### src/rtl/stack_port_ctrl_if.sv
// Request/response channel between a stack client (master) and stack_port_ctrl (slave).
// One request is in flight at a time; done pulses for one cycle with pop_data/err valid.
interface stack_port_ctrl_if;
    logic        op_valid;
    logic        op_pop;
    logic [15:0] push_data;
    logic        op_ready;
    logic        done;
    logic [15:0] pop_data;
    logic        err;

    modport master (
        output op_valid,
        output op_pop,
        output push_data,
        input  op_ready,
        input  done,
        input  pop_data,
        input  err
    );

    modport slave (
        input  op_valid,
        input  op_pop,
        input  push_data,
        output op_ready,
        output done,
        output pop_data,
        output err
    );
endinterface

### src/rtl/stack_port_ctrl.sv
// Push/pop sequencer: reads SP from register-file address 1, moves one word to or from memory,
// writes SP back. Optional bounds checking is enabled by defining STACK_BOUNDS_CHECK_EN.
module stack_port_ctrl #(
    parameter logic [15:0] SP_STEP     = 16'd2,
    parameter logic [15:0] STACK_TOP   = 16'h7FCD,
    parameter logic [15:0] STACK_LIMIT = 16'h4000
) (
    input  logic             clk,
    input  logic             reset,
    stack_port_ctrl_if.slave op,
    output logic [1:0]       rf_address,
    output logic [15:0]      rf_w_data,
    output logic             rf_regWrite,
    input  logic [15:0]      rf_r_data,
    output logic [15:0]      mem_addr,
    output logic [15:0]      mem_w_data,
    output logic             mem_write,
    input  logic [15:0]      mem_r_data
);

    localparam logic [1:0] RF_SP  = 2'd1;
    localparam logic [1:0] RF_NOP = 2'd3;

    typedef enum logic [2:0] {
        IDLE,
        SP_REQ,
        SP_CAP,
        MEM_WR,
        MEM_RD,
        MEM_CAP,
        SP_WR,
        DONE
    } state_e;

    state_e      state_q, state_d;
    logic        is_pop_q, is_pop_d;
    logic [15:0] data_q, data_d;
    logic [15:0] sp_q, sp_d;
    logic [15:0] pop_data_q, pop_data_d;
    logic [15:0] sp_dec, sp_inc;
    logic        bound_fail;
    logic        op_ready_c, done_c;

    // Wrap-around at 16 bits is intended; the stack pointer is a plain modulo-2^16 address.
    assign sp_dec = sp_q - SP_STEP;
    assign sp_inc = sp_q + SP_STEP;

`ifdef STACK_BOUNDS_CHECK_EN
    logic [15:0] cap_dec, cap_inc;
    logic        err_q, err_d;

    // Checked against the SP value arriving this cycle, before it lands in sp_q.
    assign cap_dec    = rf_r_data - SP_STEP;
    assign cap_inc    = rf_r_data + SP_STEP;
    assign bound_fail = is_pop_q ? (cap_inc > STACK_TOP) : (cap_dec < STACK_LIMIT);

    always_comb begin
        err_d = err_q;
        if (state_q == IDLE && op.op_valid) begin
            err_d = 1'b0;
        end else if (state_q == SP_CAP) begin
            err_d = bound_fail;
        end
    end

    always_ff @(posedge clk) begin
        if (!reset) begin
            err_q <= 1'b0;
        end else begin
            err_q <= err_d;
        end
    end

    assign op.err = err_q;
`else
    assign bound_fail = 1'b0;
    assign op.err     = 1'b0;
`endif

    always_comb begin
        // NOTE: every signal gets a default before the case so no path can infer a latch.
        state_d     = state_q;
        is_pop_d    = is_pop_q;
        data_d      = data_q;
        sp_d        = sp_q;
        pop_data_d  = pop_data_q;
        op_ready_c  = 1'b0;
        done_c      = 1'b0;
        rf_address  = RF_NOP;
        rf_w_data   = 16'h0000;
        rf_regWrite = 1'b0;
        mem_addr    = 16'h0000;
        mem_w_data  = 16'h0000;
        mem_write   = 1'b0;

        case (state_q)
            IDLE: begin
                op_ready_c = 1'b1;
                if (op.op_valid) begin
                    is_pop_d = op.op_pop;
                    data_d   = op.push_data;
                    state_d  = SP_REQ;
                end
            end
            SP_REQ: begin
                rf_address = RF_SP;
                state_d    = SP_CAP;
            end
            SP_CAP: begin
                sp_d = rf_r_data;
                if (bound_fail) begin
                    state_d = DONE;
                end else if (is_pop_q) begin
                    state_d = MEM_RD;
                end else begin
                    state_d = MEM_WR;
                end
            end
            MEM_WR: begin
                mem_addr   = sp_dec;
                mem_w_data = data_q;
                mem_write  = 1'b1;
                state_d    = SP_WR;
            end
            MEM_RD: begin
                mem_addr = sp_q;
                state_d  = MEM_CAP;
            end
            MEM_CAP: begin
                pop_data_d = mem_r_data;
                state_d    = SP_WR;
            end
            SP_WR: begin
                rf_address  = RF_SP;
                rf_regWrite = 1'b1;
                rf_w_data   = is_pop_q ? sp_inc : sp_dec;
                state_d     = DONE;
            end
            DONE: begin
                done_c  = 1'b1;
                state_d = IDLE;
            end
            default: begin
                state_d = IDLE;
            end
        endcase
    end

    // NOTE: sequential state uses non-blocking assignments so every flop samples pre-edge values.
    always_ff @(posedge clk) begin
        if (!reset) begin
            state_q    <= IDLE;
            is_pop_q   <= 1'b0;
            data_q     <= 16'h0000;
            sp_q       <= 16'h0000;
            pop_data_q <= 16'h0000;
        end else begin
            state_q    <= state_d;
            is_pop_q   <= is_pop_d;
            data_q     <= data_d;
            sp_q       <= sp_d;
            pop_data_q <= pop_data_d;
        end
    end

    assign op.op_ready = op_ready_c;
    assign op.done     = done_c;
    assign op.pop_data = pop_data_q;

endmodule
### src/flat_wrapper.sv
// flat-port wrapper written by rule: the top's interface ports become plain ports
module stack_port_ctrl_flat 
#(
    parameter logic [15:0] SP_STEP     = 16'd2,
    parameter logic [15:0] STACK_TOP   = 16'h7FCD,
    parameter logic [15:0] STACK_LIMIT = 16'h4000
)
  (clk, reset, rf_address, rf_w_data, rf_regWrite, rf_r_data, mem_addr, mem_w_data, mem_write, mem_r_data, op_op_valid, op_op_pop, op_push_data, op_op_ready, op_done, op_pop_data, op_err);
  stack_port_ctrl_if op_i ();
  input  logic clk;
  input  logic reset;
  output logic [1:0] rf_address;
  output logic [15:0] rf_w_data;
  output logic rf_regWrite;
  input  logic [15:0] rf_r_data;
  output logic [15:0] mem_addr;
  output logic [15:0] mem_w_data;
  output logic mem_write;
  input  logic [15:0] mem_r_data;
  input wire logic [$bits(op_i.op_valid)-1:0] op_op_valid;
  input wire logic [$bits(op_i.op_pop)-1:0] op_op_pop;
  input wire logic [$bits(op_i.push_data)-1:0] op_push_data;
  output wire logic [$bits(op_i.op_ready)-1:0] op_op_ready;
  output wire logic [$bits(op_i.done)-1:0] op_done;
  output wire logic [$bits(op_i.pop_data)-1:0] op_pop_data;
  output wire logic [$bits(op_i.err)-1:0] op_err;
  assign op_i.op_valid = op_op_valid;
  assign op_i.op_pop = op_op_pop;
  assign op_i.push_data = op_push_data;
  assign op_op_ready = op_i.op_ready;
  assign op_done = op_i.done;
  assign op_pop_data = op_i.pop_data;
  assign op_err = op_i.err;
  stack_port_ctrl #(.SP_STEP(SP_STEP), .STACK_TOP(STACK_TOP), .STACK_LIMIT(STACK_LIMIT)) u_core (.clk(clk), .reset(reset), .op(op_i), .rf_address(rf_address), .rf_w_data(rf_w_data), .rf_regWrite(rf_regWrite), .rf_r_data(rf_r_data), .mem_addr(mem_addr), .mem_w_data(mem_w_data), .mem_write(mem_write), .mem_r_data(mem_r_data));
endmodule
### config.mk
export PLATFORM = sky130hd
export DESIGN_NAME = stack_port_ctrl_flat
export DESIGN_NICKNAME = d
export VERILOG_FILES = /design/src/rtl/stack_port_ctrl_if.sv /design/src/rtl/stack_port_ctrl.sv /design/src/flat_wrapper.sv
export SDC_FILE = /design/constraint.sdc
export NUM_CORES = 1
export LEC_CHECK = 0
export BUFFER_PORTS_ARGS = -buffer_cell sky130_fd_sc_hd__buf_4
export CORE_ASPECT_RATIO = 0.5
export CORE_MARGIN = 4
export CORE_UTILIZATION = 53
export DETAILED_ROUTE_END_ITERATION = 12
export PLACE_DENSITY_LB_ADDON = 0.05
export SYNTH_ARGS = -nofsm -noshare
export SYNTH_HDL_FRONTEND = slang
export SYNTH_SLANG_ARGS = --single-unit
### constraint.sdc
create_clock -name clk -period 5.26 [get_ports clk]
set_input_delay 0.263 -clock clk [delete_from_list [all_inputs] [get_ports clk]]
set_output_delay 0.263 -clock clk [all_outputs]
set_load 0.03 [all_outputs]
==> results of run 1 <==
-- worst max-delay path, stage by stage, from the launching register on --
cell,delay [ns]
dfxtp_1,0.44
nand3b_1,0.53
clkinv_1,0.77
a41oi_1,0.43
a31oi_1,0.09
buf_4,0.20
-- cells in the mapped netlist, types with 8 or more instances --
cell type | count | area, um^2
nand2_1 | 110 | 412.9
dfxtp_1 | 52 | 1041
a21boi_0 | 47 | 352.8
clkbuf_1 | 22 | 82.58
and2_1 | 18 | 112.6
nor2_1 | 18 | 67.56
o21ai_0 | 18 | 90.09
nor3_1 | 17 | 85.08
buf_2 | 10 | 50.05
nand3_1 | 9 | 45.04
inv_1 | 8 | 30.03
-- metrics by stage --
step | total power, W | instance area, um^2
2_1_floorplan | 0.0006288 | 3080
3_3_place_gp | 0.0007012 | 3918
3_5_place_dp | 0.0007046 | 3918
4_1_cts | 0.001027 | 4063
5_1_grt | 0.001077 | 4063
6_report | 0.001021 | 4063
-- logic make-up after synthesis --
| kind of cell | count (synthesis) | share of synthesized area [%] |
|---|---|---|
| other | 2 | 0.2438 |
| adders and majority gates | 2 | 0.8122 |
| DFF | 52 | 33.79 |
| AOI/OAI and AO/OA | 102 | 23.11 |
| buffers and inverters | 46 | 6.255 |
| and+or+nand+nor | 215 | 33.75 |
| muxes | 1 | 0.3250 |
| xor gates and xnor gates | 6 | 1.706 |
-- path summary, 6_finish.rpt --
kind         depth (start not counted)  slack [ns]                                  to                                from
max                                  5        2.23                        mem_addr[13]      u_core.state_q[1]$_SDFFE_PN0P_
min reg2reg                          2        0.46  u_core.op.pop_data[8]$_SDFFE_PN0N_  u_core.op.pop_data[8]$_SDFFE_PN0N_
min                                  3        0.22  u_core.op.pop_data[5]$_SDFFE_PN0N_                       mem_r_data[5]
max reg2reg                          4        3.46  u_core.op.pop_data[9]$_SDFFE_PN0N_      u_core.state_q[2]$_SDFFE_PN0P_
-- where the power goes --
part           switching [W]  internal, W
clock network       0.000145     0.000178
logic               0.000147     0.000107
registers          0.0000309     0.000414
-- registers in the layout, indices dropped and copies added, names as in the netlist --
| name | flops |
|---|---|
| u_core.data_q | 16 |
| u_core.is_pop_q | 1 |
| u_core.op.pop_data | 16 |
| u_core.sp_q | 16 |
| u_core.state_q | 3 |
-- routing by layer --
metal | up-vias | part of all wire [%] | GRT usage, %
li1 | 1642 | - | -
met1 | 1493 | 43 | 31.19
met2 | 124 | 45 | 37.20
met3 | 8 | 12 | 9.478
met4 | 0 | 0.66 | 5.785
met5 | - | 0 | 0
-- cell type report --
type	instances	area, um^2	share of cell area [%]
sequential	52	1041	25.62
clock buffer	6	128.9	3.172
timing repair buffer	120	900.9	22.17
tap	73	91.34	2.248
multi-input combinational	328	1847	45.46
inverter	10	37.54	0.9239
clock inverter	2	16.27	0.4004
==> run summary, run 1 <==
HPWL after DPL = 6.148 mm
total gr overflow = 0
final core utilization = 73.03%
most frequent cells in the layout = buf_4 (120), nand2_1 (110), dfxtp_1 (52), a21boi_0 (47)
Area Growth Syn to Fin = 31.88%
number of detailed-route iterations in the first pass = 4
Ant. Diodes = 0
Initial Util = 55.38%
Slew HR = 36.33%
via count = 3267
Root Buffer = clkbuf_16
Power Density = 251.4 mW/mm^2
Max Cap Violations = 0
final setup skew = 0.003900 ns
CTS tree = done
Post-synth EDFFs = 0
Final Hold Vio Count = 0
DRC viols = 0
Yosys cell types = 47
largest net degree at the start of global routing = 52
synthesized area per cell = 7.231 um^2
fin crit period = 3.026 ns
post-DR vias/cell = 5.528
die area = 0.007170 mm^2
measured slew at the worst slew-check pin = 0.9498 ns
crit path max fanout = 28
PortBufs = 120
Max Buffers Root-to-Sink = 2
RSZ-0062 raised after global routing = no
Max H-tree Level = 2
first-pass GRT wire length = 13.51 mm
leakage power = 1.691 nW
Core Area = 0.005563 mm^2
Synth Net Count = 480
commonest non-fill, non-tap cell in the layout = buf_4
ratio of cells with drive above 1 in the final layout = 26.25%
CP endpoint kind = output port
Post-DRT Antenna Nets = 0
setup TNS = 0 ns
period utilization = 57.53%
fillers = 505
die width = 115.8 um
Final Setup Violations = 0
row count = 19
fmax = 0.3305 GHz
Worst Hold Class = in -> reg
Worst Setup Start Kind = flop
CTS Hold Buffers Added = 0
nets@finish = 571
later-pin clock latency in the skew report = 0.29 ns
setup ws final = 2.234 ns
vias in the first global route = 2873
DR iter-0 viols = 275
final WL = 8.628 mm
asr flop ratio synth = 0%
outcome = finished clean
clk sinks = 52
synthesized cell area = 0.003080 mm^2
FF+latch count, synth = 52
Final Max Slew Viols = 0
gpl congestion = 0.8950
yosys warns = 0
post_cts resized = 0
I/O Pins = 123
Tot GR Track Use = 23.74%
Place WS = 2.605 ns
non-filler instance count after layout = 591
sequential fraction of the synthesis area = 33.79%
placed cell count = 583
clk slew on worst S/H paths = 0.07 ns
CP arrival = 2.76 ns
CP Class = reg -> out
Setup Buffers After CTS = 0
Hold WS = 0.2208 ns
antenna violations before repair = 0
Synth Flop Type = dfxtp_1
Routed WL per cell = 14.60 um
cts bufs inserted = 5
Critical Path RT = 5.00 ns
Die H = 61.91 um
Syn Inst Count = 426
VDD IR max = 0.0001593 V
No activity file was read; power rests on OpenSTA's default activity.
==> inputs of run 2 (changes only) <==
ABC_AREA = 1   (was not set)
CORE_UTILIZATION = 44   (was 53)
clock period = 2.55 ns   (was 5.26 ns; I/O delays follow)
==> run summary, run 2 <==
Yosys cell types = 31 (was 47)
most frequent cells in the layout = buf_4 (123), nand2_1 (82), nor2_1 (60), o21ai_0 (60), inv_1 (59) (was buf_4 (120), nand2_1 (110), dfxtp_1 (52), a21boi_0 (47))
Reg2Reg Depth = 5 (was 4)
Power Density = 797.0 mW/mm^2 (was 251.4 mW/mm^2)
Critical Path RT = 2.42 ns (was 5.00 ns)
CP Class = reg -> out (unchanged)
Post-DRT Antenna Nets = 0 (unchanged)
Critical path buffers and inverters = 2 (unchanged)
P_int = 0.001832 W (was 0.0006991 W)
clk sinks = 52 (unchanged)
DRC viols = 0 (unchanged)
fin crit period = 2.067 ns
Final Hold Vio Count = 0 (unchanged)
fmax = 0.4838 GHz
Syn Inst Count = 471 (was 426)
vias in the first global route = 3041 (was 2873)
CTS tree = done (unchanged)
leakage power = 1.838 nW (was 1.691 nW)
Routed WL per cell = 12.63 um (was 14.60 um)
measured slew at the worst slew-check pin = 0.6967 ns (was 0.9498 ns)
sequential fraction of the synthesis area = 34.68% (was 33.79%)
share of the synthesized area in the top cell type = 34.68% (was 33.79%)
antenna violations before repair = 0 (unchanged)
clk slew on worst S/H paths = 0.07 ns (about the same)
RSZ-0062 raised after global routing = no (unchanged)
via count = 3233 (was 3267)
gpl congestion = 0.8212 (was 0.8950)
ratio of cells with drive above 1 in the final layout = 25.35% (was 26.25%)
VDD IR max = 0.0005649 V (was 0.0001593 V)
Root Buffer = clkbuf_16 (unchanged)
CTS Hold Buffers Added = 0 (unchanged)
Core Area = 0.006331 mm^2 (was 0.005563 mm^2)
PnR Total Power = 0.003212 W (was 0.001021 W)
row count = 20 (was 19)
Max H-tree Level = 2 (unchanged)
final WL = 8.388 mm (was 8.628 mm)
Synth Net Count = 525 (was 480)
cts bufs inserted = 5 (unchanged)
Yosys top cell by area = dfxtp_1 (unchanged)
asr flop ratio synth = 0% (unchanged)
die width = 124.8 um (was 115.8 um)
later-pin clock latency in the skew report = 0.29 ns (about the same)
CP max stage delay = 0.54 ns (was 0.77 ns)
Area Growth Syn to Fin = 34.26% (was 31.88%)
switching share of power = 42.97% (was 31.56%)
outcome = finished clean (unchanged)
die area = 0.008288 mm^2 (was 0.007170 mm^2)
total gr overflow = 0 (unchanged)
I/O Pins = 123 (unchanged)
largest net degree at the start of global routing = 52 (unchanged)
final setup skew = 0.004900 ns (was 0.003900 ns)
Slew HR = 53.42% (was 36.33%)
CP Cell Sequence = nand3_1, inv_1, nand2_1, nor2_1, buf_4 (was nand3b_1, clkinv_1, a41oi_1, a31oi_1, buf_4)
most common cell in the netlist = nand2_1 (unchanged)
Worst Hold Class = in -> reg (unchanged)
main combinational cell family by area after synthesis = simple AND/OR/NAND/NOR gates (unchanged)
yosys warns = 0 (unchanged)
Tot GR Track Use = 20.39% (was 23.74%)
period utilization = 81.05%
HPWL after DPL = 6.037 mm (was 6.148 mm)
Post-synth top cells = nand2_1 (82), nor2_1 (60), o21ai_0 (60), inv_1 (59), a21oi_1 (58) (was nand2_1 (110), dfxtp_1 (52), a21boi_0 (47), clkbuf_1 (22))
CP max stage cell = nand3_1 (was clkinv_1)
Post-Synth Adder-Cell Area = 0.8337% (was 0.8123%)
setup TNS = 0 ns (unchanged)
simple-gate share of the synthesized area = 26.64% (was 33.75%)
Max Cap Violations = 0 (unchanged)
Final Setup Violations = 0 (unchanged)
first-pass GRT wire length = 13.95 mm (was 13.51 mm)
CP endpoint kind = output port (unchanged)
CP arrival = 1.94 ns (was 2.76 ns)
hold path depth = 3 (unchanged)
PortBufs = 120 (unchanged)
Initial Util = 47.41% (was 55.38%)
Setup Buffers After CTS = 0 (unchanged)
synthesized area per cell = 6.373 um^2 (was 7.231 um^2)
FF+latch count, synth = 52 (unchanged)
Max Buffers Root-to-Sink = 2 (unchanged)
Worst path depth = 5 (unchanged)
xor-xnor portion of the synthesized cell area = 2.334% (was 1.706%)
post-DR vias/cell = 4.869 (was 5.528)
Synth Area in Compound Gates = 22.26% (was 23.11%)
mux cell area share after synthesis = 0% (was 0.3249%)
Final Max Slew Viols = 0 (unchanged)
Clk network pwr share = 21.1% (was 31.6%)
post_cts resized = 0 (unchanged)
ranking of synthesized cells by area = dfxtp_1 (35%), nand2_1 (10%), o21ai_0 (10%) (was dfxtp_1 (34%), nand2_1 (13%), a21boi_0 (11%))
P_sw = 0.001380 W (was 0.0003224 W)
synthesized cell area = 0.003002 mm^2 (was 0.003080 mm^2)
DR iter-0 viols = 162 (was 275)
sequential power share = 33.5% (was 43.6%)
crit path max fanout = 15 (was 28)
Synth Flop Type = dfxtp_1 (unchanged)
number of detailed-route iterations in the first pass = 5 (was 4)
Worst Setup Start Kind = flop (unchanged)
Die H = 66.41 um (was 61.91 um)
nets@finish = 629 (was 571)
Ant. Diodes = 0 (unchanged)
Gate power share = 45.5% (was 24.9%)
Post-synth EDFFs = 0 (unchanged)
Top delay family on crit path = simple AND/OR/NAND/NOR gates (was buffers and inverters)
commonest non-fill, non-tap cell in the layout = buf_4 (unchanged)
## run 2: cell types whose count changed after synthesis, moves of 18 or more
| cell | before | now |
|---|---|---|
| inv_1 | 8 | 59 |
| o21ai_0 | 18 | 60 |
| a21oi_1 | 7 | 58 |
| and2_1 | 18 | 0 |
| nor2_1 | 18 | 60 |
| a21boi_0 | 47 | 0 |
| nand2_1 | 110 | 82 |
## run 2: tightest hold or removal path: stages
cell,delay [ns]
buf_4,0.08
o21ai_1,0.05
a21oi_1,0.10
## run 2: layout make-up
class / instances / area (um^2)
flip-flops and latches: 52 / 1041
fillers: 625 / 2301
well taps: 88 / 110.1
repair buffers: 123 / 923.4
inverters: 64 / 240.2
multi-input cells: 329 / 1570
clock inverters: 2 / 16.27
clock buffers: 6 / 128.9
## run 2: power groups by stage
stage	registers, W	logic (W)	clock network, W
global placement	0.00109	0.00144	0
detailed placement	0.00109	0.00146	0
finish	0.00107	0.00146	0.000677
global route	0.00109	0.00167	0.000722
floorplan	0.00106	0.00117	0
CTS	0.00107	0.00147	0.000690
## run 2: metal layers
metal / up-vias / wire length [um] / part of all wire, % / track usage (%)
li1: 1716 / - / - / -
met1: 1417 / 3891 / 46 / 25.08
met2: 92 / 3681 / 44 / 34.48
met3: 8 / 758 / 9.0 / 7.661
met4: 0 / 57 / 0.68 / 4.372
met5: - / 0 / 0 / 0
## run 2: worst paths after layout
| kind | from | end | slack [ns] |
|---|---|---|---|
| min | mem_r_data[4] | u_core.op.pop_data[4]$_SDFFE_PN0N_ | 0.1 |
| max | u_core.state_q[1]$_SDFFE_PN0P_ | rf_w_data[11] | 0.48 |
| max reg2reg | u_core.state_q[2]$_SDFFE_PN0P_ | u_core.state_q[0]$_SDFFE_PN0P_ | 0.98 |
| min reg2reg | u_core.op.pop_data[2]$_SDFFE_PN0N_ | u_core.op.pop_data[2]$_SDFFE_PN0N_ | 0.44 |
## run 2: through the flow
step / cell area (um^2) / worst slack (ns) / cells / hold WS (ns) / utilization (%)
after global routing: 4030 / 0.2543 / 664 / 0.09386 / 63.66
after detailed placement: 3885 / 0.7725 / 656 / 0.3974 / 61.36
after floorplan: 3002 / 0.7582 / 471 / 0.2760 / -
final: 4030 / 0.4832 / 664 / 0.09716 / 63.66
after CTS: 4030 / 0.4565 / 664 / 0.09289 / 63.66
after global placement: 3885 / 0.8331 / 656 / 0.3876 / 61.36
## run 2: cells by family after synthesis
family,Yosys count
AND/OR/NAND/NOR,186
AO/OA/AOI/OAI,131
buffers and inverters,90
flip-flops,52
XOR/XNOR,8
adder cells (fa/ha/maj),2
other,2
==> inputs of run 3 (changes only) <==
ABC_AREA = 0   (was 1)
CORE_UTILIZATION = 49   (was 44)
clock period = 2.06 ns   (was 2.55 ns; I/O delays follow)
==> run summary, run 3 (synthesis results as in run 1) <==
outcome = complete, but fails checks (was finished clean)
violated checks = setup timing
commonest non-fill, non-tap cell in the layout = buf_4 (unchanged)
gpl congestion = 0.9684 (was 0.8212)
PortBufs = 120 (unchanged)
number of detailed-route iterations in the first pass = 4 (was 5)
final core utilization = 79.16% (was 63.66%)
final setup skew = 0.003783 ns (was 0.004900 ns)
Power Density = 625.3 mW/mm^2 (was 797.0 mW/mm^2)
leakage power = 2.042 nW (was 1.838 nW)
later-pin clock latency in the skew report = 0.29 ns (about the same)
Ant. Diodes = 0 (unchanged)
die area = 0.007696 mm^2 (was 0.008288 mm^2)
Final Setup Violations = 2 (was 0)
CP arrival = 1.98 ns (was 1.94 ns)
cts bufs inserted = 5 (unchanged)
HPWL after DPL = 6.563 mm (was 6.037 mm)
I/O Pins = 123 (unchanged)
CP max stage cell = or3_4 (was nand3_1)
Final Max Slew Viols = 0 (unchanged)
most frequent cells in the layout = buf_4 (154), nand2_1 (109), a21boi_0 (47), dfxtp_1 (42), and2_1 (18) (was buf_4 (123), nand2_1 (82), nor2_1 (60), o21ai_0 (60), inv_1 (59))
clk slew on worst S/H paths = 0.07 ns (about the same)
Routed WL per cell = 14.74 um (was 12.63 um)
CP max stage delay = 0.38 ns (was 0.54 ns)
final WL = 9.593 mm (was 8.388 mm)
Critical Path RT = 1.96 ns (was 2.42 ns)
via count = 3467 (was 3233)
first-pass GRT wire length = 15.03 mm (was 13.95 mm)
post-DR vias/cell = 5.326 (was 4.869)
clk sinks = 52 (unchanged)
most frequent CP cell = buf_4
nets@finish = 616 (was 629)
vias in the first global route = 3101 (was 3041)
Slew HR = 61.35% (was 53.42%)
measured slew at the worst slew-check pin = 0.5784 ns (was 0.6967 ns)
largest net degree at the start of global routing = 52 (unchanged)
VDD IR max = 0.0004769 V (was 0.0005649 V)
CP Cell Sequence = buf_6, or3_4, buf_4, buf_4, nor3_2, o21ai_0, nor3b_2, buf_4 (was nand3_1, inv_1, nand2_1, nor2_1, buf_4)
setup TNS = -0.03163 ns (was 0 ns)
CP Class = reg -> out (unchanged)
setup ws final = -0.02764 ns (was 0.4832 ns)
Max Cap Violations = 0 (unchanged)
Area Growth Syn to Fin = 56.26% (was 34.26%)
Initial Util = 50.66% (was 47.41%)
Max H-tree Level = 2 (unchanged)
row count = 20 (unchanged)
DRC viols = 0 (unchanged)
ratio of cells with drive above 1 in the final layout = 41.92% (was 25.35%)
Post-DRT Antenna Nets = 0 (unchanged)
DR iter-0 viols = 352 (was 162)
Tot GR Track Use = 23.65% (was 20.39%)
fin crit period = 2.088 ns
Final Hold Vio Count = 0 (unchanged)
period utilization = 101.3%
Worst Hold Class = in -> reg (unchanged)
Post-Place Cell Area = 0.004243 mm^2 (was 0.003885 mm^2)
fmax = 0.4790 GHz
CTS tree = done (unchanged)
Worst Setup Start Kind = flop (unchanged)
crit path max fanout = 5 (was 15)
antenna violations before repair = 0 (unchanged)
Max Buffers Root-to-Sink = 2 (unchanged)
Finished Cell Area = 0.004813 mm^2 (was 0.004030 mm^2)
RSZ-0062 raised after global routing = yes (was no)
die width = 120.1 um (was 124.8 um)
Core Area = 0.006081 mm^2 (was 0.006331 mm^2)
Die H = 64.07 um (was 66.41 um)
Root Buffer = clkbuf_16 (unchanged)
CP endpoint kind = output port (unchanged)
total gr overflow = 0 (unchanged)
-- run 3: final timing paths --
path                                 startpoint                                  to  slack, ns  cells after the start
max                 u_core.sp_q[6]$_SDFFE_PN0N_                        rf_w_data[8]      -0.03                      8
min                               mem_r_data[5]  u_core.op.pop_data[5]$_SDFFE_PN0N_       0.06                      3
max reg2reg      u_core.state_q[2]$_SDFFE_PN0P_         u_core.sp_q[4]$_SDFFE_PN0N_       0.42                      5
min reg2reg  u_core.op.pop_data[5]$_SDFFE_PN0N_  u_core.op.pop_data[5]$_SDFFE_PN0N_       0.45                      2
-- run 3: per-stage QoR --
step	hold WS, ns	power (W)	worst slack, ns	std cells
2_1_floorplan	0.2379	0.001619	-0.09179	426
3_3_place_gp	0.3521	0.001876	0.06841	633
3_5_place_dp	0.3661	0.001887	0.03061	633
4_1_cts	0.06111	0.002927	-0.04095	646
5_1_grt	0.06422	0.003161	-0.1203	651
6_report	0.06051	0.003010	-0.02764	651
-- run 3: critical path: cells and delay by family, from the launching register on --
kind                   cells  cell delay, ns
AO/OA/AOI/OAI              1            0.10
flip-flops                 1            0.37
buffers and inverters      4            0.58
AND/OR/NAND/NOR            3            0.66
-- run 3: routing by layer --
layer	share of wire, %	GRT usage [%]	vias up
li1	-	-	1737
met1	44	31.19	1571
met2	46	38.57	146
met3	9.3	7.515	13
met4	1.1	4.137	0
met5	0	0	-
-- run 3: power breakdown --
part | internal (W) | total (W) | switching [W]
combinational | 0.000448 | 0.000956 | 0.000508
sequential | 0.00106 | 0.00111 | 0.0000512
clock | 0.000578 | 0.000944 | 0.000366
total | 0.00208 | 0.00301 | 0.000925
-- run 3: final cells by class --
| type | instances | area, um^2 |
|---|---|---|
| Clock buffer | 6 | 128.9 |
| Clock inverter | 2 | 38.79 |
| Fill cell | 463 | 1267 |
| Inverter | 10 | 41.29 |
| Multi-Input combinational cell | 328 | 2153 |
| Sequential cell | 52 | 1061 |
| Tap cell | 88 | 110.1 |
| Timing Repair Buffer | 165 | 1280 |
-- run 3: timing repair --
| item | in CTS | in global routing |
|---|---|---|
| gates resized for setup | 36 | 43 |
| setup buffers | 5 | 5 |
| endpoints found under the setup margin | 20 | 19 |
| pin swaps | 7 | 14 |
| hold buffers | 0 | 0 |
